===== src/rtl/priority_resolver_if.sv =====
`default_nettype none
// =============================================================================
// priority_resolver_if : IR/IMR/INTA/EOI bundle into the priority stage and the
//                        INT/level/IRR/ISR results back out.
// Revision 1.0
// =============================================================================
interface priority_resolver_if;
  logic [7:0] IR;
  logic [7:0] IMR;
  logic       INTA;
  logic       EOI;
  logic       SEOI;
  logic [2:0] EOILevel;
  logic       INT;
  logic [2:0] highestPriority;
  logic       currentPulse;
  logic [7:0] requestReg;
  logic [7:0] inService;

  modport master (
    output IR, IMR, INTA, EOI, SEOI, EOILevel,
    input  INT, highestPriority, currentPulse, requestReg, inService
  );

  modport slave (
    input  IR, IMR, INTA, EOI, SEOI, EOILevel,
    output INT, highestPriority, currentPulse, requestReg, inService
  );
endinterface
`default_nettype wire


===== src/rtl/priority_resolver.sv =====
`default_nettype none
// =============================================================================
// priority_resolver : 8259A request register, fully nested priority resolver,
//                     INTA two-pulse sequencer and EOI handling.
// Revision 1.0
// =============================================================================
module priority_resolver #(
  parameter bit LEVEL_TRIG = 1'b0,
  parameter bit AUTO_EOI   = 1'b0
) (
  input  wire logic         clk,
  input  wire logic         rst_n,
  priority_resolver_if.slave bus
);

  localparam logic [1:0] c_IDLE = 2'd0;
  localparam logic [1:0] c_ACK1 = 2'd1;
  localparam logic [1:0] c_GAP  = 2'd2;
  localparam logic [1:0] c_ACK2 = 2'd3;

  logic [1:0] state_q, state_d;
  logic [7:0] ir_prev_q;
  logic       inta_q, inta_prev_q;
  logic [7:0] irr_q, irr_d;
  logic [7:0] isr_q, isr_d;
  logic [2:0] hp_q, hp_d;
  logic       pulse_q, pulse_d;
  logic       int_q, int_d;
  logic       spur_q, spur_d;

  logic       w_fall, w_rise;
  logic [7:0] w_pend;
  logic [2:0] w_cand;
  logic [2:0] w_isr_low;
  logic [7:0] w_isr_low_oh;
  logic       w_valid;
  logic [7:0] w_ack_set;
  logic [7:0] w_auto_clr;
  logic [7:0] w_eoi_clr;
  logic [7:0] w_ir_req;

  // INTA is registered once more so edges are seen from a clean two-stage history.
  assign w_fall = inta_prev_q & ~inta_q;
  assign w_rise = ~inta_prev_q & inta_q;
  assign w_pend = irr_q & ~bus.IMR;

  always_comb begin
    w_cand = 3'd0;
    for (int i = 7; i >= 0; i--) begin
      if (w_pend[i]) w_cand = 3'(i);
    end
  end

  always_comb begin
    w_isr_low    = 3'd0;
    w_isr_low_oh = 8'h00;
    for (int i = 7; i >= 0; i--) begin
      if (isr_q[i]) begin
        w_isr_low    = 3'(i);
        w_isr_low_oh = 8'(1) << i;
      end
    end
  end

  // A request only interrupts when it outranks everything already in service.
  assign w_valid = (w_pend != 8'h00) && ((isr_q == 8'h00) || (w_cand < w_isr_low));

  // ---------------------------------------------------------------- state reg
  always_ff @(posedge clk or negedge rst_n) begin
    if (!rst_n) begin
      state_q <= c_IDLE;
    end else begin
      state_q <= state_d;
    end
  end

  // --------------------------------------------------------------- next state
  always_comb begin
    state_d = state_q;
    case (state_q)
      c_IDLE:  if (w_fall) state_d = c_ACK1;
      c_ACK1:  if (w_rise) state_d = c_GAP;
      c_GAP:   if (w_fall) state_d = c_ACK2;
      c_ACK2:  if (w_rise) state_d = c_IDLE;
      default: state_d = c_IDLE;
    endcase
  end

  // ----------------------------------------------------------- outputs / data
  always_comb begin
    hp_d       = hp_q;
    pulse_d    = pulse_q;
    int_d      = 1'b0;
    spur_d     = spur_q;
    w_ack_set  = 8'h00;
    w_auto_clr = 8'h00;
    case (state_q)
      c_IDLE: begin
        int_d = w_valid;
        hp_d  = w_cand;
        if (w_fall) begin
          int_d = 1'b0;
          if (w_valid) begin
            hp_d              = w_cand;
            w_ack_set[w_cand] = 1'b1;
            spur_d            = 1'b0;
          end else begin
            hp_d   = 3'd7;
            spur_d = 1'b1;
          end
        end
      end
      c_ACK1: begin
        if (w_rise) pulse_d = 1'b1;
      end
      c_GAP: begin
        pulse_d = pulse_q;
      end
      c_ACK2: begin
        if (w_rise) begin
          pulse_d = 1'b0;
          if (AUTO_EOI && !spur_q) w_auto_clr[hp_q] = 1'b1;
        end
      end
      default: begin
        pulse_d = 1'b0;
      end
    endcase
  end

  always_comb begin
    w_eoi_clr = 8'h00;
    if (bus.EOI) begin
      if (bus.SEOI) w_eoi_clr[bus.EOILevel] = 1'b1;
      else          w_eoi_clr = w_isr_low_oh;
    end
  end

  // The acknowledge clear beats a new request; the acknowledge set beats EOI.
  assign w_ir_req = LEVEL_TRIG ? bus.IR : (irr_q | (bus.IR & ~ir_prev_q));
  assign irr_d    = w_ir_req & ~w_ack_set;
  assign isr_d    = (isr_q & ~w_eoi_clr & ~w_auto_clr) | w_ack_set;

  always_ff @(posedge clk or negedge rst_n) begin
    if (!rst_n) begin
      ir_prev_q   <= 8'h00;
      inta_q      <= 1'b1;
      inta_prev_q <= 1'b1;
      irr_q       <= 8'h00;
      isr_q       <= 8'h00;
      hp_q        <= 3'd0;
      pulse_q     <= 1'b0;
      int_q       <= 1'b0;
      spur_q      <= 1'b0;
    end else begin
      ir_prev_q   <= bus.IR;
      inta_q      <= bus.INTA;
      inta_prev_q <= inta_q;
      irr_q       <= irr_d;
      isr_q       <= isr_d;
      hp_q        <= hp_d;
      pulse_q     <= pulse_d;
      int_q       <= int_d;
      spur_q      <= spur_d;
    end
  end

  assign bus.INT             = int_q;
  assign bus.highestPriority = hp_q;
  assign bus.currentPulse    = pulse_q;
  assign bus.requestReg      = irr_q;
  assign bus.inService       = isr_q;

endmodule
`default_nettype wire


===== src/flat_wrapper.sv =====
// flat-port wrapper written by rule: the top's interface ports become plain ports
module priority_resolver_flat 
#(
  parameter bit LEVEL_TRIG = 1'b0,
  parameter bit AUTO_EOI   = 1'b0
)
  (clk, rst_n, bus_IR, bus_IMR, bus_INTA, bus_EOI, bus_SEOI, bus_EOILevel, bus_INT, bus_highestPriority, bus_currentPulse, bus_requestReg, bus_inService);
  priority_resolver_if bus_i ();
  input  wire logic clk;
  input  wire logic rst_n;
  input wire logic [$bits(bus_i.IR)-1:0] bus_IR;
  input wire logic [$bits(bus_i.IMR)-1:0] bus_IMR;
  input wire logic [$bits(bus_i.INTA)-1:0] bus_INTA;
  input wire logic [$bits(bus_i.EOI)-1:0] bus_EOI;
  input wire logic [$bits(bus_i.SEOI)-1:0] bus_SEOI;
  input wire logic [$bits(bus_i.EOILevel)-1:0] bus_EOILevel;
  output wire logic [$bits(bus_i.INT)-1:0] bus_INT;
  output wire logic [$bits(bus_i.highestPriority)-1:0] bus_highestPriority;
  output wire logic [$bits(bus_i.currentPulse)-1:0] bus_currentPulse;
  output wire logic [$bits(bus_i.requestReg)-1:0] bus_requestReg;
  output wire logic [$bits(bus_i.inService)-1:0] bus_inService;
  assign bus_i.IR = bus_IR;
  assign bus_i.IMR = bus_IMR;
  assign bus_i.INTA = bus_INTA;
  assign bus_i.EOI = bus_EOI;
  assign bus_i.SEOI = bus_SEOI;
  assign bus_i.EOILevel = bus_EOILevel;
  assign bus_INT = bus_i.INT;
  assign bus_highestPriority = bus_i.highestPriority;
  assign bus_currentPulse = bus_i.currentPulse;
  assign bus_requestReg = bus_i.requestReg;
  assign bus_inService = bus_i.inService;
  priority_resolver #(.LEVEL_TRIG(LEVEL_TRIG), .AUTO_EOI(AUTO_EOI)) u_core (.clk(clk), .rst_n(rst_n), .bus(bus_i));
endmodule

===== config.mk =====
export PLATFORM = sky130hd
export DESIGN_NAME = priority_resolver_flat
export DESIGN_NICKNAME = d
export VERILOG_FILES = /design/src/rtl/priority_resolver_if.sv /design/src/rtl/priority_resolver.sv /design/src/flat_wrapper.sv
export SDC_FILE = /design/constraint.sdc
export NUM_CORES = 1
export LEC_CHECK = 0
export CAP_MARGIN = 20
export CORE_MARGIN = 5
export CORE_UTILIZATION = 52
export DETAILED_ROUTE_END_ITERATION = 7
export GPL_TIMING_DRIVEN = 0
export PLACE_DENSITY = 0.92
export SYNTH_ARGS = -nofsm -noshare
export SYNTH_HDL_FRONTEND = slang
export SYNTH_SLANG_ARGS = --single-unit

===== constraint.sdc =====
create_clock -name clk -period 3.58 [get_ports clk]
set_input_delay 0.537 -clock clk [delete_from_list [all_inputs] [get_ports clk]]
set_output_delay 0.537 -clock clk [all_outputs]
set_load 0.05 [all_outputs]

==> reports/qor.txt, run 1 <==
drt via density = 5.70
CTS sink cnt = 33
Synth warnings = 0
area of the multi-input gates = 882 um^2
met3 Use GR = 6.24%
Setup CP Type = in -> reg
clock-pin transition on the worst setup and hold timing paths = 0.10 ns
Critical Path Start Type = input pin
H-tree depth = 2
initial antenna violation count = 0
synthesis-stage register bit count = 33
global routing's busiest layer = met2
Area growth syn-to-layout = 30.7%
met2 usage = 31.6%
Routed Antenna Nets = 0
DP Area = 0.00227 mm^2
FF+latch area = 828 um^2
worst-skew pair later-pin latency = 0.34 ns
LEAKAGE = 0.000978 uW
syn_area_per_cell = 9.59 um^2
final wirelength = 4.22 mm
Post-CTS Resized = 0
Final Max Slew Viols = 0
Die ar. = 0.00468 mm^2
TritonRoute pass-1 iters = 4
status = completed
TritonCTS clock tree = yes
Final Hold Vio Count = 0
Via Count = 1614
synth cell count leaders = dfrtp_1, a21oi_1, inv_1, nand2_1, nor2_1
Starting Density = 53.6%
Syn Inst Count = 185
gr ovfl total = 0
RSZ-0062 raised after global routing = no
post-synth net total = 215
largest net degree at the start of global routing = 34
Clock Skews = 0.00935 ns
leading area contributor after synthesis = dfrtp_1
port buffer count = 44
CP Max Fanout = 8
global-route wire length before repair = 6.81 mm
count leader, synth = dfrtp_1
Yosys cell types = 43
power share of the combinational group = 54.7%
Placer Congestion = 0.886
post-CTS setup buffer count = 0
FP Rows = 21
CP Capture Type = flip-flop
P_int = 837 uW
filler instances = 251
Post-synth EDFFs = 0
post-synthesis sequential area ratio = 46.7%
layout cell share with drive strength beyond 1 = 7.59%
Cell Area, Synth = 0.00177 mm^2
Max transition margin = 46.0%
WP data required = 3.86 ns
final setup vio count = 0
average routed wire per standard cell = 14.9 um
max-capacitance violation count = 0
cts hold-fix bufs = 0
die width = 68.4 um
Yosys top cell area share = 43.7%
clock period minus final worst setup slack = 2.93 ns
grt met1 use = 24.1%
TNS Setup = 0 ns
Tot GR Track Use = 19.8%
Post-synth ARST share = 100%
Die Span Y = 68.4 um
Clk pwr share = 12.3%
CP arrival = 3.21 ns
vias in the first global route = 1564
P per Cell Area = 675 mW/mm^2
Post-DP HPWL = 3.21 mm
maximum clock path buffer count = 2
Synth area leaders = dfrtp_1, a21oi_1, ha_1, a22o_1, inv_1
sw frac = 46.6%
CTS buffer count = 5
HP Class = in -> async
Core Box Area = 0.00331 mm^2
CTS Root Cell = clkbuf_4
NetSw = 729 uW
worst vdd ir = 0.327 mV
ant diodes = 0
design area = 0.00232 mm^2
Reg power frac = 33.0%
# DRC = 0
IO Count = 45
worst slew pin tran = 0.802 ns
Final #Nets = 266
Starting DRT DRC Count = 75
fmax = 341 MHz
fin crit share = 81.9%
Synth Flop Type = dfrtp_1
[cell type report]
type,instances,share of cell area (%)
Sequential cell,33,35.7
Multi-Input combinational cell,135,38.0
Inverter,15,2.43
Clock buffer,6,1.78
Timing Repair Buffer,44,18.8
Buffer,2,0.324
Clock inverter,2,0.432
Tap cell,46,2.48
[worst paths after layout]
path                                                         start                           endpoint  slack [ns]  depth (start not counted)
worst min-delay path                                         rst_n  u_core.bus.inService[0]$_DFF_PN0_        0.23                          1
min in group clk                           u_core.inta_q$_DFF_PN1_       u_core.inta_prev_q$_DFF_PN1_        0.41                          0
worst max-delay path                                    bus_IMR[2]  u_core.bus.inService[3]$_DFF_PN0_        0.65                          9
max in group asynchronous                                    rst_n           u_core.bus.INT$_DFF_PN0_        2.88                          1
worst min register to register             u_core.inta_q$_DFF_PN1_       u_core.inta_prev_q$_DFF_PN1_        0.41                          0
worst max register to register  u_core.bus.requestReg[5]$_DFF_PN0_  u_core.bus.inService[3]$_DFF_PN0_        0.81                          9
[power by group through the flow]
stage / Combinational (uW) / Sequential, uW / Clock (uW)
floorplan: 413 / 701 / 0
global placement: 827 / 520 / 0
detailed placement: 853 / 521 / 0
CTS: 856 / 515 / 201
global route: 930 / 527 / 215
finish: 857 / 516 / 193
[cells by family (layout without fill, tap and decap cells)]
| kind of cell | after synthesis | after routing | synth area share (%) |
|---|---|---|---|
| flops | 33 | 33 | 46.7 |
| buf+inv | 17 | 69 | 3.60 |
| fa+ha+maj | 6 | 6 | 4.23 |
| compound gates | 71 | 71 | 26.9 |
| simple gates | 58 | 58 | 18.5 |
[sequential cells by signal (all words and copies together), names as in the netlist]
name	flops
u_core.bus.currentPulse	1
u_core.bus.highestPriority	3
u_core.bus.requestReg	8
u_core.bus.inService	8
u_core.inta_q	1
u_core.ir_prev_q	8
u_core.bus.INT	1
u_core.state_q	2
u_core.inta_prev_q	1
[per-stage QoR]
step	util [%]	setup slack (ns)	instances	power (uW)	hold WS, ns
4_1_cts	70.0	0.685	283	1570	0.248
5_1_grt	70.0	0.528	283	1670	0.276
3_5_place_dp	68.5	0.315	275	1370	0.397
3_3_place_gp	68.6	0.351	275	1350	0.395
2_1_floorplan	-	0.935	185	1110	0.241
6_report	70.0	0.648	283	1570	0.235
[layer usage]
| metal | share of wire, % | up-vias | wire length [um] |
|---|---|---|---|
| met2 | 47 | 57 | 1970 |
| met1 | 43 | 759 | 1830 |
| li1 | - | 788 | - |
| met5 | 0 | - | 0 |
| met4 | 2.2 | 0 | 93 |
| met3 | 7.7 | 10 | 323 |
[critical path, stage by stage]
cell and delay (ns):
clkdlybuf4s50_1 0.45, nand2b_1 0.15, nand2_1 0.22, nor3_1 0.38, ha_1 0.33, a21oi_1 0.23, a22oi_1 0.16, nor3_2 0.50
a32o_1 0.25
[cells in the final DEF (no fill, tap or decap), types with 5 or more instances in the layout]
| master | netlist | layout |
|---|---|---|
| clkbuf_4 | 0 | 5 |
| nand2b_1 | 5 | 5 |
| nor3_1 | 5 | 5 |
| nand2_1 | 15 | 15 |
| inv_1 | 15 | 15 |
| a21oi_1 | 23 | 23 |
| a22o_1 | 7 | 7 |
| dfrtp_1 | 31 | 31 |
| ha_1 | 6 | 6 |
| o21ai_0 | 11 | 11 |
| clkdlybuf4s50_1 | 0 | 43 |
| nor2_1 | 14 | 14 |
Power figures use the tool's default switching activity.
==> run 2: changes to the inputs <==
--- a/config.mk
+++ b/config.mk
@@ -7,10 +7,10 @@
 export LEC_CHECK = 0
 export CAP_MARGIN = 20
 export CORE_MARGIN = 5
-export CORE_UTILIZATION = 52
+export CORE_UTILIZATION = 49
 export DETAILED_ROUTE_END_ITERATION = 7
 export GPL_TIMING_DRIVEN = 0
-export PLACE_DENSITY = 0.92
+export PLACE_DENSITY = 0.88
 export SYNTH_ARGS = -nofsm -noshare
 export SYNTH_HDL_FRONTEND = slang
 export SYNTH_SLANG_ARGS = --single-unit
==> constraint.sdc (replaced) <==
create_clock -name clk -period 2.75 [get_ports clk]
set_input_delay 0.4125 -clock clk [delete_from_list [all_inputs] [get_ports clk]]
set_output_delay 0.4125 -clock clk [all_outputs]
set_load 0.05 [all_outputs]
==> run 2 against run 1 <==
  * Count of clock-buffer cells in the layout is 1 higher
  * Final cell count is 0.35% higher
  * Wire length is 0.45% higher
  * Register-to-register slack worse by 0.62 ns
  * Core utilization is 0.48 points higher
  * Sequential power is 31% higher
  * Largest cell class unchanged
  * Worst hold slack better by 0.18 ns
==> reports/qor.txt, run 2 (synthesis gave the netlist of run 1 again) <==
CP Max Fanout = 8 (unchanged)
CP Capture Type = flip-flop
crit-path most repeated cell = nand2_1
Crit Reg-Reg Startpoint = u_core.bus.inService[0]$_DFF_PN0_
Via Count = 1621 (+0.43%)
# DRC = 0 (unchanged)
IO Count = 45 (unchanged)
final setup vio count = 0 (unchanged)
gr ovfl total = 0 (unchanged)
clock-pin transition on the worst setup and hold timing paths = 0.09 ns (about the same)
initial antenna violation count = 0 (unchanged)
commonest non-fill, non-tap cell in the layout = clkdlybuf4s50_1
Final Hold Vio Count = 0 (unchanged)
CTS Root Cell = clkbuf_4
commonest cells after routing, fill and taps aside = clkdlybuf4s50_1, dfrtp_1, a21oi_1
worst slew pin tran = 0.809 ns (+0.00728 ns)
Routed Antenna Nets = 0 (unchanged)
hold_ws = 0.415 ns (+0.180 ns)
crit path max-delay cell type = clkdlybuf4s50_1
Top delay family on crit path = compound AO/OA/AOI/OAI gates
Starting DRT DRC Count = 74 (-1.3%)
R2R cell count = 8 (-1)
WP data required = 2.95 ns (-0.91 ns)
filler instances = 260 (+3.6%)
layout cell share with drive strength beyond 1 = 9.66% (+2.1 points)
met3 routed WL = 265 um (-18%)
RSZ-0062 raised after global routing = no
DP Area = 0.00230 mm^2 (+1.4%)
CTS sink cnt = 33 (unchanged)
Final #Nets = 267 (+0.38%)
FF+latch area = 828 um^2 (unchanged)
critical path's largest stage delay = 0.47 ns (-0.03 ns)
TritonRoute pass-1 iters = 4 (unchanged)
P per Cell Area = 882 mW/mm^2 (+31%)
Max transition margin = 45.5% (-0.49 points)
top layer in use = met4
Cell Chain, Critical Path = clkdlybuf4s50_1 -> nand2b_1 -> a21boi_1 -> nand2_1 -> a31oi_2 -> ha_1 -> nand2_1 -> a21oi_1 -> a211o_1 -> a21oi_4 -> a31oi_1
LEAKAGE = 0.00101 uW (+3.3%)
Die ar. = 0.00492 mm^2 (+5.2%)
Area growth syn-to-layout = 35.8%
Placer Congestion = 0.857 (-3.2%)
Tot GR Track Use = 17.6% (-2.2 points)
Setup CP Type = in -> reg
worst-skew pair later-pin latency = 0.33 ns (about the same)
ant diodes = 0 (unchanged)
fin crit share = 95.4%
FP Rows = 21 (unchanged)
TritonCTS clock tree = yes
HP Class = reg -> reg
fmax = 381 MHz
Clock Skews = 0.00721 ns (-0.00214 ns)
Starting Density = 51.9% (-1.6 points)
max-capacitance violation count = 0 (unchanged)
clock period minus final worst setup slack = 2.62 ns
area of the multi-input gates = 921 um^2 (+4.4%)
design area = 0.00241 mm^2 (+3.9%)
Post-DP HPWL = 3.20 mm (-0.40%)
CP bufs+invs = 1 (unchanged)
drt via density = 5.71 (about the same)
Hold Path Sink = u_core.inta_prev_q$_DFF_PN1_
worst vdd ir = 0.658 mV (+100%)
Die Span Y = 70.2 um (+2.6%)
Non-Filler Instances = 284 (+0.35%)
reg-to-reg slack, setup = 0.19 ns (-0.62 ns)
average routed wire per standard cell = 14.9 um (about the same)
maximum clock path buffer count = 2 (unchanged)
final core occ = 70.5% (+0.48 points)
global-route wire length before repair = 6.96 mm (+2.1%)
die width = 70.2 um (+2.6%)
Placed Cells = 276 (+0.36%)
status = completed
port buffer count = 44 (unchanged)
hold path startpoint = u_core.inta_q$_DFF_PN1_
Core Box Area = 0.00342 mm^2 (+3.2%)
Final Max Slew Viols = 0 (unchanged)
cts hold-fix bufs = 0 (unchanged)
Critical Path Start Type = input pin
TNS Setup = 0 ns (unchanged)
vias in the first global route = 1561 (-0.19%)
reg2reg end = u_core.bus.requestReg[2]$_DFF_PN0_
Hold Path Depth = 0
met1 wire length = 1.89 mm (+3.6%)
H-tree depth = 2 (unchanged)
final wirelength = 4.24 mm (+0.45%)
CP arrival = 2.82 ns (-0.39 ns)
largest net degree at the start of global routing = 19 (-44%)
CTS buffer count = 5 (unchanged)
met2 wire len = 2.00 mm (+1.4%)
## run 2: through the flow
step                      total power, uW  worst slack [ns]
after floorplan                      1450             0.105
final                                2120             0.126
after global routing                 2260            0.0129
after detailed placement             1780            -0.404
after global placement               1760            -0.389
after CTS                            2100            0.0284
## run 2: how the worst max path moves through the flow
stage	slack, ns	startpoint	depth (start not counted)	to
global placement	-0.39	bus_IMR[5]	9	u_core.bus.inService[3]$_DFF_PN0_
CTS	0.03	bus_IMR[4]	11	u_core.bus.requestReg[2]$_DFF_PN0_
detailed placement	-0.40	bus_IMR[5]	9	u_core.bus.inService[5]$_DFF_PN0_
floorplan	0.11	u_core.bus.requestReg[5]$_DFF_PN0_	10	u_core.bus.inService[2]$_DFF_PN0_
global route	0.01	bus_IMR[4]	11	u_core.bus.requestReg[2]$_DFF_PN0_
finish	0.13	bus_IMR[4]	11	u_core.bus.requestReg[2]$_DFF_PN0_
## run 2: timing repair
action	CTS	global route
gates cloned	0	0
endpoints found under the setup margin	14	8
setup buffers	0	0
pin swaps	0	2
resized for setup	2	6
## run 2: where the power goes
part           internal [uW]  switching, uW
Clock                    148            154
Combinational            435            711
Sequential               580           95.6
## run 2: layout make-up
class	count	share of cell area (%)
clock inverter	1	0.208
timing repair buffer	45	19.4
clock buffer	7	2.70
sequential	33	34.4
buffer	2	0.312
multi-input combinational	135	38.2
tap	46	2.39
inverter	15	2.34
## run 2: per-layer routing
layer | up-vias | global-route usage [%]
met2 | 55 | 29.7
met5 | - | 0
met3 | 9 | 3.44
met4 | 0 | 8.51
met1 | 768 | 21.4
li1 | 789 | -
